===== config.mk =====
export PLATFORM = sky130hd
export DESIGN_NAME = sm_input_conditioner
export DESIGN_NICKNAME = d
export VERILOG_FILES = /design/src/rtl/sm_input_conditioner.sv
export SDC_FILE = /design/constraint.sdc
export NUM_CORES = 1
export LEC_CHECK = 0
export CAP_MARGIN = 20
export CORE_MARGIN = 5
export CORE_UTILIZATION = 35
export CTS_CLUSTER_SIZE = 30
export DETAILED_ROUTE_END_ITERATION = 6
export PLACE_DENSITY = 0.63
export SYNTH_ARGS = -nofsm -noshare
export SYNTH_HDL_FRONTEND = slang
export SYNTH_SLANG_ARGS = --single-unit

===== constraint.sdc =====
create_clock -name CLK -period 3.35 [get_ports CLK]
set_input_delay 0.8375 -clock CLK [delete_from_list [all_inputs] [get_ports CLK]]
set_output_delay 0.8375 -clock CLK [all_outputs]
set_load 0.01 [all_outputs]

===== src/rtl/sm_input_conditioner.sv =====
// Front end for the 2-bit state-machine stage: synchronises the raw
// switches, debounces PBC and produces a single-domain STEP enable.
// Ports: CLK, RST_N (async active-low); X_IN[2:0], MODE_IN, PBC raw in;
// X_OUT[2:0] synced switches, PBC_LEVEL/PBC_PULSE debounced button,
// STEP one-cycle advance enable, HEARTBEAT tick toggle for an LED.
module sm_input_conditioner #(
   parameter int SYNC_STAGES = 2,
   parameter int DB_COUNT    = 1000000,
   parameter int DB_WIDTH    = 20,
   parameter int TICK_DIV    = 50000000,
   parameter int TICK_WIDTH  = 26
) (
   input  logic       CLK,
   input  logic       RST_N,
   input  logic [2:0] X_IN,
   input  logic       MODE_IN,
   input  logic       PBC,
   output logic [2:0] X_OUT,
   output logic       PBC_LEVEL,
   output logic       PBC_PULSE,
   output logic       STEP,
   output logic       HEARTBEAT
);

   typedef enum logic [1:0] {
      LOW,
      WAIT_HIGH,
      HIGH,
      WAIT_LOW
   } db_state_t;

   localparam logic [DB_WIDTH-1:0] DB_LAST =
      DB_WIDTH'(DB_COUNT - 1);
   localparam logic [TICK_WIDTH-1:0] TICK_LAST =
      TICK_WIDTH'(TICK_DIV - 1);

   // bundle order per stage: {x3,x2,x1, mode, pbc}
   logic [SYNC_STAGES-1:0][4:0] sync_q;
   logic                        mode_s;
   logic                        pbc_s;

   db_state_t             state_q, state_d;
   logic [DB_WIDTH-1:0]   db_cnt_q, db_cnt_d;
   logic                  level_d;
   logic                  pulse_d;

   logic [TICK_WIDTH-1:0] tick_q;
   logic                  tick;
   logic                  step_src;

   always_ff @(posedge CLK or negedge RST_N) begin
      if (!RST_N) begin
         sync_q <= '0;
      end else begin
         sync_q[0] <= {X_IN, MODE_IN, PBC};
         for (int i = 1; i < SYNC_STAGES; i++) begin
            sync_q[i] <= sync_q[i-1];
         end
      end
   end

   assign {X_OUT, mode_s, pbc_s} = sync_q[SYNC_STAGES-1];

   always_comb begin
      state_d  = state_q;
      db_cnt_d = db_cnt_q;
      level_d  = PBC_LEVEL;
      pulse_d  = 1'b0;
      unique case (state_q)
         LOW: begin
            if (pbc_s) state_d = WAIT_HIGH;
         end
         WAIT_HIGH: begin
            if (!pbc_s) begin
               state_d  = LOW;
               db_cnt_d = '0;
            end else if (db_cnt_q == DB_LAST) begin
               state_d  = HIGH;
               db_cnt_d = '0;
               level_d  = 1'b1;
               pulse_d  = 1'b1;
            end else begin
               db_cnt_d = db_cnt_q + 1'b1;
            end
         end
         HIGH: begin
            if (!pbc_s) state_d = WAIT_LOW;
         end
         WAIT_LOW: begin
            if (pbc_s) begin
               state_d  = HIGH;
               db_cnt_d = '0;
            end else if (db_cnt_q == DB_LAST) begin
               state_d  = LOW;
               db_cnt_d = '0;
               level_d  = 1'b0;
            end else begin
               db_cnt_d = db_cnt_q + 1'b1;
            end
         end
         default: begin
            state_d  = LOW;
            db_cnt_d = '0;
            level_d  = 1'b0;
         end
      endcase
   end

   always_ff @(posedge CLK or negedge RST_N) begin
      if (!RST_N) begin
         state_q   <= LOW;
         db_cnt_q  <= '0;
         PBC_LEVEL <= 1'b0;
         PBC_PULSE <= 1'b0;
      end else begin
         state_q   <= state_d;
         db_cnt_q  <= db_cnt_d;
         PBC_LEVEL <= level_d;
         PBC_PULSE <= pulse_d;
      end
   end

   assign tick = (tick_q == TICK_LAST);

   // only the active mode's source can fire; the ~STEP term keeps
   // STEP from ever being high two cycles running
   assign step_src = mode_s ? PBC_PULSE : (tick & PBC_LEVEL);

   always_ff @(posedge CLK or negedge RST_N) begin
      if (!RST_N) begin
         tick_q    <= '0;
         HEARTBEAT <= 1'b0;
         STEP      <= 1'b0;
      end else begin
         tick_q    <= tick ? '0 : tick_q + 1'b1;
         HEARTBEAT <= HEARTBEAT ^ tick;
         STEP      <= step_src & ~STEP;
      end
   end

endmodule


==> results of run 1 <==
==> sequential cells by signal (all words and copies together), names as in the netlist, named ones only <==
signal     count
sync_q         5
pbc_s          1
PBC_PULSE      1
HEARTBEAT      1
X_OUT          3
tick_q        26
db_cnt_q      20
STEP           1
mode_s         1
PBC_LEVEL      1
state_q        1
==> cells in the final DEF, fill, tap and decap left out, types with 2 or more instances in the layout <==
master	instances
and3_1	9
nand3b_1	2
nor3_1	10
or4_1	2
buf_4	3
xnor2_1	22
xor2_1	14
nand3_1	26
o21ai_0	10
clkbuf_8	9
clkinv_2	2
or4b_2	2
nor2b_1	3
o311ai_0	2
nand4_1	12
nor2_1	33
a21oi_1	3
clkdlybuf4s50_1	12
inv_1	11
nor4_1	6
dfrtp_1	62
bufinv_16	2
nand2_1	17
ha_1	2
nand2b_1	7
==> worst max path at each step <==
stage	start	to	depth (start not counted)
after floorplan	tick_q[18]	tick_q[12]	5
after global placement	db_cnt_q[15]	db_cnt_q[16]	5
after detailed placement	db_cnt_q[15]	db_cnt_q[9]	5
after CTS	db_cnt_q[15]	db_cnt_q[18]	5
after global routing	db_cnt_q[15]	db_cnt_q[12]	5
final	db_cnt_q[15]	db_cnt_q[18]	5
==> report_power, final <==
group / internal, mW / total, mW / leakage (nW) / switching [mW]
clock network: 0.417 / 0.710 / 0.106 / 0.293
logic: 0.0173 / 0.0456 / 0.495 / 0.0284
registers: 0.760 / 0.770 / 0.824 / 0.00934
==> cells in the mapped netlist, drive strengths merged (3+ instances only) <==
cell    count
inv        11
nand2b      7
xor2       14
xnor2      22
buf         5
nand2      17
or4b        4
o21ai      10
nor2       33
nor3       10
nand4      12
a21oi       3
and3        9
dfrtp      62
nor4        7
nand3      26
nor2b       3
==> critical path, delay by kind of cell (launching register included) <==
kind            cells  cell delay [ns]
simple gates        4             1.81
flops               1             0.42
compound gates      1             0.25
==> through the flow <==
step | setup WS, ns | area (µm²) | total power [mW]
6_report | 0.7211 | 3271 | 1.526
5_1_grt | 0.4270 | 3271 | 1.600
4_1_cts | 0.7035 | 3271 | 1.555
3_5_place_dp | 0.7056 | 3057 | 0.8314
3_3_place_gp | 0.7974 | 3057 | 0.8303
2_1_floorplan | 1.203 | 2824 | 0.8014
==> per-layer routing <==
| metal | vias up | GRT usage |
|---|---|---|
| li1 | 989 | - |
| met1 | 939 | 0.1469 |
| met2 | 22 | 0.1688 |
| met3 | 5 | 0.04448 |
| met4 | 0 | 0.04097 |
| met5 | - | 0 |
==> cell type report <==
class                           instances  area (µm²)  area share
Timing Repair Buffer                   16       147.6     0.04514
Clock buffer                           10       127.6     0.03902
Sequential cell                        62        1551      0.4744
Tap cell                              102       127.6     0.03902
Clock inverter                          6       86.33     0.02640
Multi-Input combinational cell        194        1189      0.3634
Inverter                               11       41.29     0.01262
==> kinds of logic after synthesis <==
logic type	count (synthesis)
AOI/OAI and AO/OA	19
xor gates and xnor gates	36
adders and majority gates	2
buffers and inverters	18
DFF	62
and+or+nand+nor	137
==> results.toml, run 1 <==
[sta]
hold_viol_final = 0
period_share = 0.7848
tightest_slew_ns = 0.8787
min_period_ns = 2.629
timing.hold.ws_ns = 0.3473
finalSetupViolCount = 0
fin_setup_tns_ns = 0
fin_skew_ns = 0.01404
max_freq_mhz = 380.4
rsz0062_at_grt = "no"
max_slew_margin = 0.4088
slew_viol_final = 0

[cts]
clk_latency_ns = 0.34
cts_resized = 0
cts_hold_buf = 0
cts_tree = "done"
clk_root_buffer_cell = "clkbuf_8"
cts_buffer_depth = 2
htreeDepth = 3
clk_pin_slew_ns = 0.07
cts_setup_buffers = 0
cts_buffers = 9
cts_num_sinks = 62

[synthesis]
ys_types = 35
syn_nets = 283
synth_top_family_by_area = "simple AND/OR/NAND/NOR gates"
synth_simple_gate_area_frac = 0.2605
synth_xor_area_frac = 0.1117
synth_area_um2 = 2824
seq_area_frac_synth = 0.5494
synth_enable_flop_cells = 0
async_flop_share = 1.000
synth_seq_cells = 62
yosysTopAreaCellShare = 0.5494
synthMuxAreaShare = 0
syn_area_per_cell_um2 = 10.31
synthFlopType = "dfrtp_1"
yosys.area_share.adder = 0.008861
yosys-top-cells-area = "dfrtp_1 55%, xnor2_1 6.8%, nand3_1 4.6%"
synthCells = 274
yosysWarnings = 0
synth_compound_area_frac = 0.03988
synth.largest_area_cell = "dfrtp_1"

[pwr]
p_leak_nw = 1.425
p_per_area_nw_per_um2 = 466.4
ir_drop_v = 0.0002505

[critical_path]
crit_fanout = 11
critPathRequiredTime_ns = 3.53
ff2ff_path_depth = 5
critPathCaptureType = "flop"
reg2reg_slack_ns = 0.72
critPathSlowestCell = "or4b_2"
cp_data_arrival_time_ns = 2.81
cpPeakStageDelay_ns = 0.68
cp_cell_sequence = "or4b_2, nor4_1, a21oi_1, nor2b_1, nor2_1"
timing.rr.end = "db_cnt_q[18]"
cp-start-kind = "flop"
path_class = "flop to flop"
timing.rr.start = "db_cnt_q[15]"

[placement]
hpwl_um = 3494
routabilityCongestion = 0.7683
portBuffers = 13
place_inst = 385

[hold_path]
hold_end = "X_OUT[2]"
hold_class = "flop to flop"
hold_start = "sync_q[4]"
min_path_cells = 0

[final_layout]
final_core_util = 0.4189
fin_cells = 401
fillers = 762
drive_gt1_frac = 0.08027
area_delta_synth_final_pct = 15.82
nets = 303
antenna_cells = 0

[routing]
met3_length_um = 184
dr.pass1.iters = 4
wl_met1_um = 2517
drtIter0Drc = 63
drc = 0
via_per_inst = 4.875
avgRoutedWirePerCell_um = 12.79
routed.top_layer = "met4"
drt-total-wl_um = 5128
num_vias = 1955
wl_met2_um = 2384
ant_nets = 0

[die]
floorplan.die.height_um = 99.83
die_area_um2 = 9965
fp-row-count = 32
ioPinCount = 14
core_area_um2 = 7807
initial_core_util = 0.3617
die_x_um = 99.83

[grt]
grt_pass1_wl_um = 8838
grt_pass1_vias = 1897
grt_max_degree = 38
grt_antenna_before_repair = 0
track_usage = 0.1124
overflow = 0

[run]
maxCapViolations = 0

[status]
status = "finished clean"
Power figures use the tool's default switching activity.
==> run 2, diff against run 1 <==
--- a/config.mk
+++ b/config.mk
@@ -10,7 +10,7 @@
 export CORE_UTILIZATION = 35
 export CTS_CLUSTER_SIZE = 30
 export DETAILED_ROUTE_END_ITERATION = 6
-export PLACE_DENSITY = 0.63
+export PLACE_DENSITY = 0.65
 export SYNTH_ARGS = -nofsm -noshare
 export SYNTH_HDL_FRONTEND = slang
 export SYNTH_SLANG_ARGS = --single-unit
==> constraint.sdc (replaced) <==
create_clock -name CLK -period 2.3 [get_ports CLK]
set_input_delay 0.575 -clock CLK [delete_from_list [all_inputs] [get_ports CLK]]
set_output_delay 0.575 -clock CLK [all_outputs]
set_load 0.01 [all_outputs]
==> run 2 against run 1 <==
  * Global-route usage increased by 0.25 points
  * Combinational power increased by 61%
  * Critical path type unchanged
  * Clock power increased by 34%
  * Highest routed layer unchanged
  * Cell area increased by 2.6%
==> results.toml, run 2 (same netlist as run 1, synthesis figures left out) <==
[grt]
overflow = 0
grt_pass1_vias = 2105
grt_antenna_before_repair = 0
track_usage = 0.1148
grt_pass1_wl_um = 9266
grt_max_degree = 30

[routing]
drtIter0Drc = 72
drt-total-wl_um = 5120
via_per_inst = 4.988
ant_nets = 0
avgRoutedWirePerCell_um = 12.40
num_vias = 2060
drc = 0
dr.pass1.iters = 4

[die]
die_area_um2 = 9965
fp-row-count = 32
floorplan.die.height_um = 99.83
die_x_um = 99.83
initial_core_util = 0.3617
ioPinCount = 14
core_area_um2 = 7807

[cts]
htreeDepth = 3
cts_num_sinks = 62
cts_tree = "done"
clk_pin_slew_ns = 0.08
cts_buffers = 9
cts_buffer_depth = 2
clk_latency_ns = 0.34
cts_setup_buffers = 0
clk_root_buffer_cell = "clkbuf_8"

[pwr]
p_leak_nw = 1.472
ir_drop_v = 0.0003873
p_per_area_nw_per_um2 = 637.5

[sta]
tightest_slew_ns = 0.6290
period_share = 0.9221
timing.hold.ws_ns = 0.2480
hold_viol_final = 0
max_freq_mhz = 471.5
fin_skew_ns = 0.01268
rsz0062_at_grt = "no"
fin_setup_tns_ns = 0
min_period_ns = 2.121
max_slew_margin = 0.5807
slew_viol_final = 0
finalSetupViolCount = 0

[placement]
place_inst = 397
hpwl_um = 3622
portBuffers = 13
placed_cell_area_um2 = 3159
routabilityCongestion = 0.7764

[critical_path]
reg2reg_slack_ns = 0.18
cp-start-kind = "flop"
crit_fanout = 2
cp_data_arrival_time_ns = 2.36
path_class = "flop to flop"
critPathRequiredTime_ns = 2.54
critPathCaptureType = "flop"

[final_layout]
design_area_um2 = 3357
fillers = 759
nets = 315
final_common_cell = "dfrtp_1"
area_delta_synth_final_pct = 18.87
antenna_cells = 0
top_register = "tick_q"
top_regs = "tick_q x26, db_cnt_q x20, sync_q x5"
largest_register_ffs = 26
final_core_util = 0.4300
final_cell_mix = "62 x dfrtp_1, 33 x nor2_1, 26 x nand3_1, 22 x xnor2_1, 17 x nand2_1"
drive_gt1_frac = 0.1190
fin_cells = 413

[hold_path]
hold_class = "primary input to async pin"

[status]
status = "finished clean"

[run]
maxCapViolations = 0
[run 2: critical path, stage by stage (launching register included)]
cell	delay, ns
dfrtp_1	0.37
or4b_1	0.52
or4b_4	0.51
or4_1	0.47
nand3_1	0.09
nand2_1	0.05
[run 2: path summary, 6_finish.rpt]
path,start,endpoint,cells past startpoint
worst max-delay path,tick_q[18],tick_q[23],5
worst min-delay path,RST_N,tick_q[21],1
worst max register to register,tick_q[18],tick_q[23],5
worst min register to register,sync_q[4],X_OUT[2],0
max in group asynchronous,RST_N,db_cnt_q[19],2
min in group CLK,sync_q[4],X_OUT[2],0
[run 2: what timing repair did]
item	in CTS	in global routing
endpoints found under the hold margin	0	0
hold buffers	0	0
gates resized for setup	0	0
endpoints found under the setup margin	0	1
[run 2: layout make-up]
cell class,count,area [µm²],area share
timing repair buffer,28,250.2,0.07454
multi-input combinational,194,1189,0.3541
inverter,11,41.29,0.01230
clock inverter,7,73.82,0.02199
sequential,62,1551,0.4622
clock buffer,9,123.9,0.03690
tap,102,127.6,0.03802
[run 2: layer usage]
layer	GRT usage	vias up	wire length (µm)
met1	0.1459	1005	2373
met5	0	-	0
met4	0.03256	0	69
met2	0.1827	31	2466
li1	-	1014	-
met3	0.04448	10	210
[run 2: power breakdown]
group,internal (mW),total (mW),switching [mW]
Sequential,1.11,1.12,0.0104
Combinational,0.0293,0.0732,0.0439
Clock,0.501,0.950,0.449
[run 2: through the flow]
stage                     power, mW  worst slack (ns)
final                         2.140            0.1792
after global routing          2.242           0.01567
after CTS                     2.180            0.1065
after detailed placement      1.215            0.1092
after global placement        1.214            0.1592
after floorplan               1.167            0.1529
